<file path="config.mk">
export PLATFORM = sky130hd
export DESIGN_NAME = mem_align_unit
export DESIGN_NICKNAME = d
export VERILOG_FILES = /design/src/rtl/mem_align_unit.sv
export SDC_FILE = /design/constraint.sdc
export NUM_CORES = 1
export LEC_CHECK = 0
export ABC_AREA = 1
export BUFFER_PORTS_ARGS = -buffer_cell sky130_fd_sc_hd__buf_2
export CAP_MARGIN = 25
export CORE_UTILIZATION = 55
export DETAILED_ROUTE_END_ITERATION = 10
export PLACE_DENSITY = 0.82
export SLEW_MARGIN = 10
export SYNTH_ARGS = -nofsm -noshare
export SYNTH_HDL_FRONTEND = slang
export SYNTH_SLANG_ARGS = --single-unit
</file>
<file path="constraint.sdc">
create_clock -name clk -period 4.4 [get_ports clk]
set_input_delay 1.32 -clock clk [delete_from_list [all_inputs] [get_ports clk]]
set_output_delay 1.32 -clock clk [all_outputs]
set_load 0.05 [all_outputs]
</file>
<file path="src/rtl/mem_align_unit.sv">
// mem_align_unit: byte/half/word load-store front end for a word-organised memory port.
// Word-straddling accesses are split into two beats; loads are merged, shifted and extended.
module mem_align_unit #(
    parameter int ADDR_WIDTH = 32
) (
    input  logic                  clk,
    input  logic                  rst,
    input  logic                  req_valid,
    output logic                  req_ready,
    input  logic [ADDR_WIDTH-1:0] req_addr,
    input  logic                  req_we,
    input  logic [1:0]            req_size,
    input  logic                  req_unsigned,
    input  logic [31:0]           req_wdata,
    output logic                  resp_valid,
    output logic [31:0]           resp_rdata,
    output logic [ADDR_WIDTH-3:0] mem_addr,
    output logic [31:0]           mem_wdata,
    output logic [3:0]            mem_wes,
    input  logic [31:0]           mem_rdata
);

    localparam logic [1:0] StIdle  = 2'd0;
    localparam logic [1:0] StBeat0 = 2'd1;
    localparam logic [1:0] StBeat1 = 2'd2;
    localparam logic [1:0] StResp  = 2'd3;

    logic [1:0]            state_q, state_d;
    logic [ADDR_WIDTH-1:0] addr_q;
    logic                  we_q;
    logic [1:0]            size_q;
    logic                  uns_q;
    logic [31:0]           wdata_q;
    logic [31:0]           low_q;
    logic [ADDR_WIDTH-3:0] mem_addr_q;

    logic [1:0]            off;
    logic [2:0]            nbytes;
    logic [3:0]            mask4;
    logic                  split;
    logic [7:0]            m8;
    logic [63:0]           w64;
    logic [63:0]           r64;
    logic [31:0]           field;
    logic [ADDR_WIDTH-3:0] word_addr;

    // Decode the latched request: lane mask, shifted store data, split detection.
    always_comb begin
        off       = addr_q[1:0];
        word_addr = addr_q[ADDR_WIDTH-1:2];
        nbytes    = 3'd4;
        mask4     = 4'b1111;
        unique case (size_q)
            2'b00:   begin nbytes = 3'd1; mask4 = 4'b0001; end
            2'b01:   begin nbytes = 3'd2; mask4 = 4'b0011; end
            default: begin nbytes = 3'd4; mask4 = 4'b1111; end
        endcase
        split = ({1'b0, off} + nbytes) > 3'd4;
        m8    = {4'b0000, mask4} << off;
        w64   = {32'b0, wdata_q} << {off, 3'b000};
    end

    // Load merge: the low word comes from the first beat when the access was split.
    always_comb begin
        r64   = split ? {mem_rdata, low_q} : {32'b0, mem_rdata};
        field = r64[{off, 3'b000} +: 32];
    end

    // Next-state logic for the beat sequencer.
    always_comb begin
        state_d = state_q;
        unique case (state_q)
            StIdle:  if (req_valid) state_d = StBeat0;
            StBeat0: state_d = split ? StBeat1 : StResp;
            StBeat1: state_d = StResp;
            default: state_d = StIdle;
        endcase
    end

    // State register; reset abandons any in-flight access including a pending second beat.
    always_ff @(posedge clk) begin
        if (!rst) state_q <= StIdle;
        else      state_q <= state_d;
    end

    // Capture the request on accept; held stable until the unit is idle again.
    always_ff @(posedge clk) begin
        if (!rst) begin
            addr_q  <= '0;
            we_q    <= 1'b0;
            size_q  <= 2'b00;
            uns_q   <= 1'b0;
            wdata_q <= '0;
        end else if (state_q == StIdle && req_valid) begin
            addr_q  <= req_addr;
            we_q    <= req_we;
            size_q  <= req_size;
            uns_q   <= req_unsigned;
            wdata_q <= req_wdata;
        end
    end

    // Hold the first-beat read word while the second beat's read is in flight.
    always_ff @(posedge clk) begin
        if (!rst)                    low_q <= '0;
        else if (state_q == StBeat1) low_q <= mem_rdata;
    end

    // mem_addr keeps its last driven value between accesses.
    always_ff @(posedge clk) begin
        if (!rst) mem_addr_q <= '0;
        else      mem_addr_q <= mem_addr;
    end

    // Output decode; every output is forced quiet while reset is asserted.
    always_comb begin
        req_ready  = rst && (state_q == StIdle);
        resp_valid = 1'b0;
        resp_rdata = '0;
        mem_addr   = mem_addr_q;
        mem_wes    = 4'b0000;
        mem_wdata  = '0;
        if (!rst) begin
            mem_addr = '0;
        end else begin
            unique case (state_q)
                StBeat0: begin
                    mem_addr = word_addr;
                    if (we_q) begin
                        mem_wes   = m8[3:0];
                        mem_wdata = w64[31:0];
                    end
                end
                StBeat1: begin
                    mem_addr = word_addr + {{(ADDR_WIDTH-3){1'b0}}, 1'b1};
                    if (we_q) begin
                        mem_wes   = m8[7:4];
                        mem_wdata = w64[63:32];
                    end
                end
                StResp: begin
                    resp_valid = 1'b1;
                    if (!we_q) begin
                        unique case (size_q)
                            2'b00:   resp_rdata = uns_q ? {24'b0, field[7:0]}
                                                        : {{24{field[7]}}, field[7:0]};
                            2'b01:   resp_rdata = uns_q ? {16'b0, field[15:0]}
                                                        : {{16{field[15]}}, field[15:0]};
                            default: resp_rdata = field;
                        endcase
                    end
                end
                default: ;
            endcase
        end
    end

endmodule
</file>
==> results of run 1 <==
==> state kept, by name, summed over array words and instances (netlist names) <==
signal and count:
addr_q 32, low_q 32, wdata_q 32, mem_addr_q 30, size_q 2, state_q 2, uns_q 1, we_q 1
==> worst paths after layout <==
path	end	slack, ps	cells after the start
setup / recovery	resp_rdata[17]	80	13
hold / removal	mem_addr_q[24]$_SDFF_PN0_	470	2
setup reg to reg	state_q[0]$_SDFFE_PN0P_	2070	7
hold reg to reg	mem_addr_q[24]$_SDFF_PN0_	470	2
==> layer usage <==
metal | wire (µm) | vias to the layer above
met5 | 0 | -
met4 | 1050 | 0
met3 | 3270 | 96
met2 | 14100 | 656
met1 | 12400 | 4828
li1 | - | 5099
==> stage by stage <==
step	hold slack [ps]	area (µm²)
after floorplan	444	8550
after global placement	460	9640
after detailed placement	466	9640
after CTS	475	10300
after global routing	498	10500
final	470	10500
==> cells in the mapped netlist (4+ instances only) <==
master,count
buf_6,4
a21oi_1,203
nand4_1,7
inv_2,6
nand3_1,106
nor2_1,199
inv_1,105
clkbuf_1,62
dfxtp_1,132
buf_2,12
nor3_1,9
clkinv_1,4
o211ai_1,6
o21ai_0,216
buf_1,10
nand2_1,317
ha_1,8
==> cell type report <==
cell class | instances | area (µm²)
tap | 188 | 235
antenna | 1 | 2.50
timing repair buffer | 239 | 1440
clock buffer | 19 | 453
multi-input combinational | 1102 | 5180
inverter | 115 | 434
clock inverter | 13 | 161
sequential | 132 | 2650
fill | 1401 | 4600
==> logic make-up (layout without fill, tap and decap cells) <==
family / count (synthesis) / in the layout / synth area share
DFF: 132 / 132 / 0.310
xor gates and xnor gates: 1 / 1 / 0.00103
AOI/OAI and AO/OA: 436 / 436 / 0.261
other: 0 / 1 / 0
adders and majority gates: 9 / 9 / 0.0141
and+or+nand+nor: 653 / 656 / 0.317
buffers and inverters: 205 / 386 / 0.0965
==> power by group through the flow <==
stage	registers (mW)	logic (mW)	clock network, mW
final	1.89	4.03	1.48
after floorplan	1.80	2.86	0
after CTS	1.88	3.77	1.49
after global routing	1.93	4.39	1.54
after global placement	1.89	3.64	0
after detailed placement	1.90	3.69	0
==> critical path, cell delays in order (launching register included) <==
cell       delay (ps)
dfxtp_2           340
nor2_2            120
ha_1              150
inv_1              50
fa_1              490
nand2_4           140
nand3_4           160
clkbuf_16         220
o211ai_1          230
nand3_1           170
a21oi_1           160
nand2_1            70
inv_1              50
clkbuf_4          220
==> what timing repair did <==
action | 4_1_cts | 5_1_grt
setup endpoints to repair | 31 | 31
buffers inserted | 1 | 5
gates cloned | 2 | 3
gates resized for setup | 9 | 51
pin swaps | 3 | 2
==> flow_metrics.tcl, run 1 <==
set metrics [dict create \
    run_status "completed" \
    comb_power_share 0.544 \
    syn_nets 1548 \
    avgRoutedWirePerCell_um 17.0 \
    yosysSeqAreaShare 0.310 \
    synth_top_area_cell "dfxtp_1" \
    drcViolationCount 0 \
    htree_levels 4 \
    met1_usage 0.495 \
    worstReg2RegStart "state_q[0]$_SDFFE_PN0P_" \
    fin_nets 1719 \
    rsz0062_at_grt "yes" \
    core.rowCount 45 \
    syn_to_final_growth_pct 23.8 \
    layout_min_cycle_time_ps 4320 \
    cts_buffer_depth 2 \
    hp-class "reg -> reg" \
    finalCritPeriodShare 0.982 \
    synth-async-reset-ratio 0 \
    synth_edf_count 0 \
    switchingPower_mw 3.81 \
    cts_tree "built" \
    drt-initial-drc-count 1350 \
    grt-ovfl-total 0 \
    relSlewSlack 0.427 \
    drv_cap 0 \
    tightest_slew_ps 860 \
    hp-start "mem_addr_q[24]$_SDFF_PN0_" \
    yosysTopAreaCellShare 0.310 \
    grt_start_max_net_pins 94 \
    holdBufCountCts 0 \
    mostFrequentLayoutCells "nand2_1 (314), o21ai_0 (212), nor2_1 (198)" \
    clk_pin_slew_ps 60 \
    ant_nets 0 \
    tns_ps 0 \
    clock_latency_ps 430 \
    arrival_ps 3000 \
    ios 203 \
    gp_congestion 0.990 \
    ys_ff_latch 132 \
    routed_wl_um 30800 \
    required_ps 3080 \
    start_util 0.562 \
    synthCells 1436 \
    syn_area_per_cell_um2 5.93 \
    dp_slack_ps 237 \
    synth_area_leaders "dfxtp_1 (31%), nand2_1 (14%), o21ai_0 (13%)" \
    grt_pass1_vias 9309 \
    fmax_ghz 0.231 \
    seq_power_share 0.256 \
    cts_made_buffers 17 \
    portBuffers 202 \
    finalSetupViolCount 0 \
    yosysWarnings 0 \
    drtPass1Iterations 5 \
    place_hpwl_um 21200 \
    start_kind "flip-flop" \
    yosys_most_used_dff "dfxtp_1" \
    path_max_fanout 16 \
    final_common_cell "nand2_1" \
    cp-startpoint "size_q[0]$_SDFFE_PN0P_" \
    vias_per_cell 5.90 \
    globalRouteTotalUtil 0.377 \
    die_w_um 126 \
    vias 10679 \
    p_sw_frac 0.514 \
    grt_pass1_wl_um 47300 \
    coreArea_um2 15100 \
    end_kind "output pin" \
    die_area_um2 16000 \
    antenna_found_initial 1 \
    leakage_nw 4.97 \
    p_int_mw 3.60 \
    layout-drive-gt1-share 0.191 \
    cts_sinks 132 \
    p_total_mw 7.41 \
    cts_root_buffer "clkbuf_16" \
    crit_type "reg -> out" \
    use_met2 0.594 \
    ys_types 36 \
    pwr-share-clk 0.200 \
    die_h_um 126 \
    clock_skew_ps 8.32 \
    power_density_nw_per_um2 703 \
    vdd_ir_drop_max_uv 414 \
    final_util 0.696 \
    worst_slack_ps 77.8 \
    syn_area_um2 8520 \
    dp.cells 1764 \
    slew_violations 0 \
    fin_cells 1809 \
    grt_busiest_layer "met2" \
    use_met3 0.0810 \
    finalHoldViolations 0 \
]
Power figures use the tool's default switching activity.
==> inputs of run 2 (changes only) <==
==> constraint.sdc (replaced) <==
create_clock -name clk -period 4.4 [get_ports clk]
set_input_delay 0.22 -clock clk [delete_from_list [all_inputs] [get_ports clk]]
set_output_delay 0.22 -clock clk [all_outputs]
set_load 0.05 [all_outputs]
==> run 2 against run 1 <==
Critical path depth rose by 2. Combinational power fell by 8.2%. Cell area fell by 4.1%. Via count fell by 2.3%. Global-route usage fell by 0.93 points. Sequential cell count did not move.
==> flow_metrics.tcl, run 2 (same netlist as run 1, synthesis figures left out) <==
set metrics [dict create \
    multi_input_area_um2 5060 \
    rsz0062_at_grt "no" \
    start_util 0.562 \
    drt-initial-drc-count 1193 \
    clock_latency_ps 430 \
    post_cts_buffers 0 \
    die_w_um 126 \
    switchingPower_mw 3.67 \
    drcViolationCount 0 \
    p_int_mw 3.39 \
    portBuffers 202 \
    syn_to_final_growth_pct 18.7 \
    final_util 0.668 \
    vias_per_cell 5.85 \
    grt_start_max_net_pins 80 \
    finalSetupViolCount 0 \
    antenna_found_initial 1 \
    cts_tree "built" \
    mostFrequentLayoutCells "nand2_1 (316), o21ai_0 (216), a21oi_1 (203)" \
    antennaDiodeCount 0 \
    holdBufCountCts 0 \
    ant_nets 0 \
    vdd_ir_drop_max_uv 459 \
    relSlewSlack 0.453 \
    required_ps 4180 \
    pwr-share-clk 0.208 \
    die_area_um2 16000 \
    fill_cells 1507 \
    place_hpwl_um 20500 \
    seq_area_um2 2640 \
    routed_wl_um 29400 \
    layout_min_cycle_time_ps 4000 \
    clk_pin_slew_ps 70 \
    die_h_um 126 \
    cts_resized 0 \
    reg_top3 "addr_q (32), low_q (32), wdata_q (32)" \
    comb_power_share 0.524 \
    grt_pass1_wl_um 46400 \
    path_max_fanout 49 \
    htree_levels 4 \
    power_density_nw_per_um2 698 \
    drtPass1Iterations 5 \
    clock_skew_ps 13.5 \
    start_kind "flip-flop" \
    run_status "completed" \
    avgRoutedWirePerCell_um 16.5 \
    drv_cap 0 \
    finalHoldViolations 0 \
    end_kind "output pin" \
    core.rowCount 45 \
    tightest_slew_ps 817 \
    final_common_cell "nand2_1" \
    cts_sinks 132 \
    leakage_nw 4.81 \
    ios 203 \
    grt-ovfl-total 0 \
    fin_nets 1696 \
    slew_violations 0 \
    crit_type "reg -> out" \
    grt_pass1_vias 9141 \
    tns_ps 0 \
    cts_root_buffer "clkbuf_16" \
    globalRouteTotalUtil 0.367 \
    vias 10438 \
    layout-drive-gt1-share 0.169 \
    cts_buffer_depth 2 \
    coreArea_um2 15100 \
    p_total_mw 7.06 \
    finalCritPeriodShare 0.908 \
    fmax_ghz 0.250 \
    arrival_ps 3780 \
    cts_made_buffers 17 \
    p_sw_frac 0.519 \
    hold_depth 3 \
    reg2reg_depth 9 \
    hp-class "in -> reg" \
    seq_power_share 0.267 \
    gp_congestion 0.977 \
]
[run 2: changes by cell type in the layout (fill, tap and decap cells not counted), sizes merged]
cell	change
clkinv	+1
nand3	-3
buf	-10
diode	-1
clkbuf	-11
inv	-1
clkinvlp	+1
[run 2: through the flow]
| step | cells | setup WS, ps | hold slack [ps] | area, µm² |
|---|---|---|---|---|
| 2_1_floorplan | 1436 | 763 | 355 | 8520 |
| 3_3_place_gp | 1753 | 1020 | 461 | 9510 |
| 3_5_place_dp | 1753 | 924 | 466 | 9510 |
| 4_1_cts | 1785 | 453 | 35.2 | 10100 |
| 5_1_grt | 1785 | 137 | 44.2 | 10100 |
| 6_report | 1785 | 405 | 37.8 | 10100 |
[run 2: path summary, 6_finish.rpt]
check	end	from	slack [ps]
worst min register to register	low_q[29]$_SDFFE_PN0P_	low_q[29]$_SDFFE_PN0P_	470
worst min-delay path	wdata_q[11]$_SDFFE_PN0P_	req_wdata[11]	40
worst max register to register	state_q[0]$_SDFFE_PN0P_	size_q[1]$_SDFFE_PN0P_	1830
worst max-delay path	resp_rdata[26]	size_q[1]$_SDFFE_PN0P_	400
[run 2: layout make-up]
cell class	count	area share
repair buffers	219	0.113
multi-input cells	1099	0.500
inverters	115	0.0427
clock inverters	14	0.0163
clock buffers	18	0.0434
flip-flops and latches	132	0.261
well taps	188	0.0233
[run 2: layer usage]
metal | up-vias | wire length [µm] | track usage | part of all wire
li1 | 5047 | - | - | -
met4 | 2 | 994 | 0.149 | 0.034
met3 | 78 | 2810 | 0.0616 | 0.095
met5 | - | 10 | 0 | 0.00034
met2 | 575 | 13300 | 0.589 | 0.45
met1 | 4736 | 12400 | 0.491 | 0.42
[run 2: worst max-delay path: stages, from the launching register on]
cell,delay [ps]
dfxtp_1,380
inv_2,340
nand2_1,170
fa_1,530
nand2_1,150
nand3_4,130
buf_4,420
nand2_1,140
nand2_1,90
nand2_1,60
nand3_1,160
nand3_4,180
nand3_4,200
nand2_1,80
inv_1,60
buf_2,250
[run 2: power by group through the flow]
stage	Combinational, mW	Clock, mW	Sequential (mW)
after floorplan	2.84	0	1.80
after global placement	3.58	0	1.89
after detailed placement	3.62	0	1.90
after CTS	3.64	1.47	1.88
after global routing	4.06	1.53	1.93
final	3.70	1.47	1.89
==> inputs of run 3 (changes only) <==
--- a/config.mk
+++ b/config.mk
@@ -8,9 +8,11 @@
 export ABC_AREA = 1
 export BUFFER_PORTS_ARGS = -buffer_cell sky130_fd_sc_hd__buf_2
 export CAP_MARGIN = 25
+export CORE_MARGIN = 1
 export CORE_UTILIZATION = 55
 export DETAILED_ROUTE_END_ITERATION = 10
 export PLACE_DENSITY = 0.82
+export RECOVER_POWER = 100
 export SLEW_MARGIN = 10
 export SYNTH_ARGS = -nofsm -noshare
 export SYNTH_HDL_FRONTEND = slang
==> run 3 against run 2 <==
The run now ends with max-capacitance violations, max-slew violations left. Cell area shrank 0.72%. Clock power about the same. Highest routed layer unchanged. Cell count did not move.
==> flow_metrics.tcl, run 3 (same netlist as run 1, synthesis figures left out) <==
set metrics [dict create \
    run_status "finished, violations left" \
    failed_checks "max-capacitance violations, max-slew violations" \
    ios 203 \
    layout_min_cycle_time_ps 4120 \
    p_total_mw 7.03 \
    vdd_ir_drop_max_uv 459 \
    clock_skew_ps 13.4 \
    vias_per_cell 5.84 \
    arrival_ps 3900 \
    relSlewSlack -0.0983 \
    holdBufCountCts 0 \
    grt_pass1_wl_um 46400 \
    routed_wl_um 29300 \
    clk_pin_slew_ps 70 \
    cts_sinks 132 \
    antenna_found_initial 1 \
    routed.top_layer "met5" \
    route.met2.wl_um 13300 \
    max_stage_delay_ps 1190 \
    p_sw_frac 0.521 \
    die_h_um 126 \
    grt_start_max_net_pins 80 \
    start_kind "flip-flop" \
    required_ps 4180 \
    mostFrequentLayoutCells "nand2_1 (317), o21ai_0 (216), a21oi_1 (203)" \
    avgRoutedWirePerCell_um 16.4 \
    die_area_um2 16000 \
    comb_power_share 0.523 \
    gp_congestion 0.977 \
    core.rowCount 45 \
    pwr-share-clk 0.209 \
    critical_path.cell_chain "inv_1 > ha_1 > clkbuf_1 > inv_2 > o21ai_0 > inv_1 > clkbuf_2" \
    leakage_nw 4.57 \
    tns_ps 0 \
    final_common_cell "nand2_1" \
    tightest_slew_ps 1650 \
    cts_buffer_depth 2 \
    cts_made_buffers 17 \
    vias 10426 \
    layout-drive-gt1-share 0.140 \
    path_max_fanout 38 \
    cts_root_buffer "clkbuf_16" \
    wl_met3_um 2340 \
    p_int_mw 3.37 \
    finalSetupViolCount 0 \
    antennaDiodeCount 0 \
    globalRouteTotalUtil 0.367 \
    rsz0062_at_grt "no" \
    grt_pass1_vias 9141 \
    ant_nets 0 \
    place_hpwl_um 20500 \
    drv_cap 1 \
    syn_to_final_growth_pct 17.9 \
    fin_nets 1696 \
    end_kind "output pin" \
    drcViolationCount 0 \
    crit_type "reg -> out" \
    hp-class "in -> reg" \
    cts_resized 0 \
    seq_power_share 0.268 \
    cts_tree "built" \
    path_buf_inv 5 \
    post_cts_buffers 0 \
    clock_latency_ps 430 \
    slew_violations 39 \
    finalHoldViolations 0 \
    finalCritPeriodShare 0.935 \
    reg_top3 "addr_q (32), low_q (32), wdata_q (32)" \
    drtPass1Iterations 6 \
    portBuffers 202 \
    die_w_um 126 \
    power_density_nw_per_um2 700 \
    fin_hold_ws_ps 34.9 \
    switchingPower_mw 3.66 \
    m1WireLength_um 12800 \
    htree_levels 4 \
    critPathTopFamily "buffers and inverters" \
    fill_cells 1531 \
    drt-initial-drc-count 1153 \
    coreArea_um2 15100 \
    critPathSlowestCell "clkbuf_1" \
    path_common_cell "inv_1" \
    fmax_ghz 0.243 \
    grt-ovfl-total 0 \
    start_util 0.562 \
]
-- run 3: layout make-up --
type / instances / area, µm² / share of cell area
clock inverter: 14 / 165 / 0.0164
clock buffer: 18 / 439 / 0.0437
sequential: 132 / 2640 / 0.263
multi-input combinational: 1099 / 5050 / 0.503
tap: 188 / 235 / 0.0234
timing repair buffer: 219 / 1070 / 0.107
inverter: 115 / 432 / 0.0430
-- run 3: worst paths after layout --
check                                from                       end  slack, ps  depth (start not counted)
hold reg to reg    low_q[29]$_SDFFE_PN0P_    low_q[29]$_SDFFE_PN0P_        470                          2
hold / removal              req_wdata[11]  wdata_q[11]$_SDFFE_PN0P_         30                          3
setup reg to reg  state_q[0]$_SDFFE_PN0P_   state_q[0]$_SDFFE_PN0P_        990                          7
setup / recovery  state_q[0]$_SDFFE_PN0P_               mem_addr[1]        280                          7
-- run 3: routing by layer --
layer  vias up  global-route usage
li1       5049                   -
met1      4777               0.491
met2       529               0.589
met3        69              0.0616
met4         2               0.149
met5         -                   0
-- run 3: stage by stage --
stage	setup WS (ps)	cells	utilization	cell area [µm²]
4_1_cts	453	1785	0.668	10100
3_5_place_dp	924	1753	0.628	9510
3_3_place_gp	1020	1753	0.628	9510
6_report	284	1785	0.663	10000
2_1_floorplan	763	1436	-	8520
5_1_grt	71.8	1785	0.663	10000
-- run 3: power groups by stage --
| stage | Sequential (mW) | Combinational (mW) | Clock (mW) |
|---|---|---|---|
| final | 1.89 | 3.68 | 1.47 |
| after global routing | 1.93 | 4.04 | 1.53 |
| after CTS | 1.88 | 3.64 | 1.47 |
| after detailed placement | 1.90 | 3.62 | 0 |
| after global placement | 1.89 | 3.58 | 0 |
| after floorplan | 1.80 | 2.84 | 0 |
-- run 3: tightest hold or removal path: stages --
cell and delay (ps):
buf_2 70, o21ai_0 70, nor2_1 80
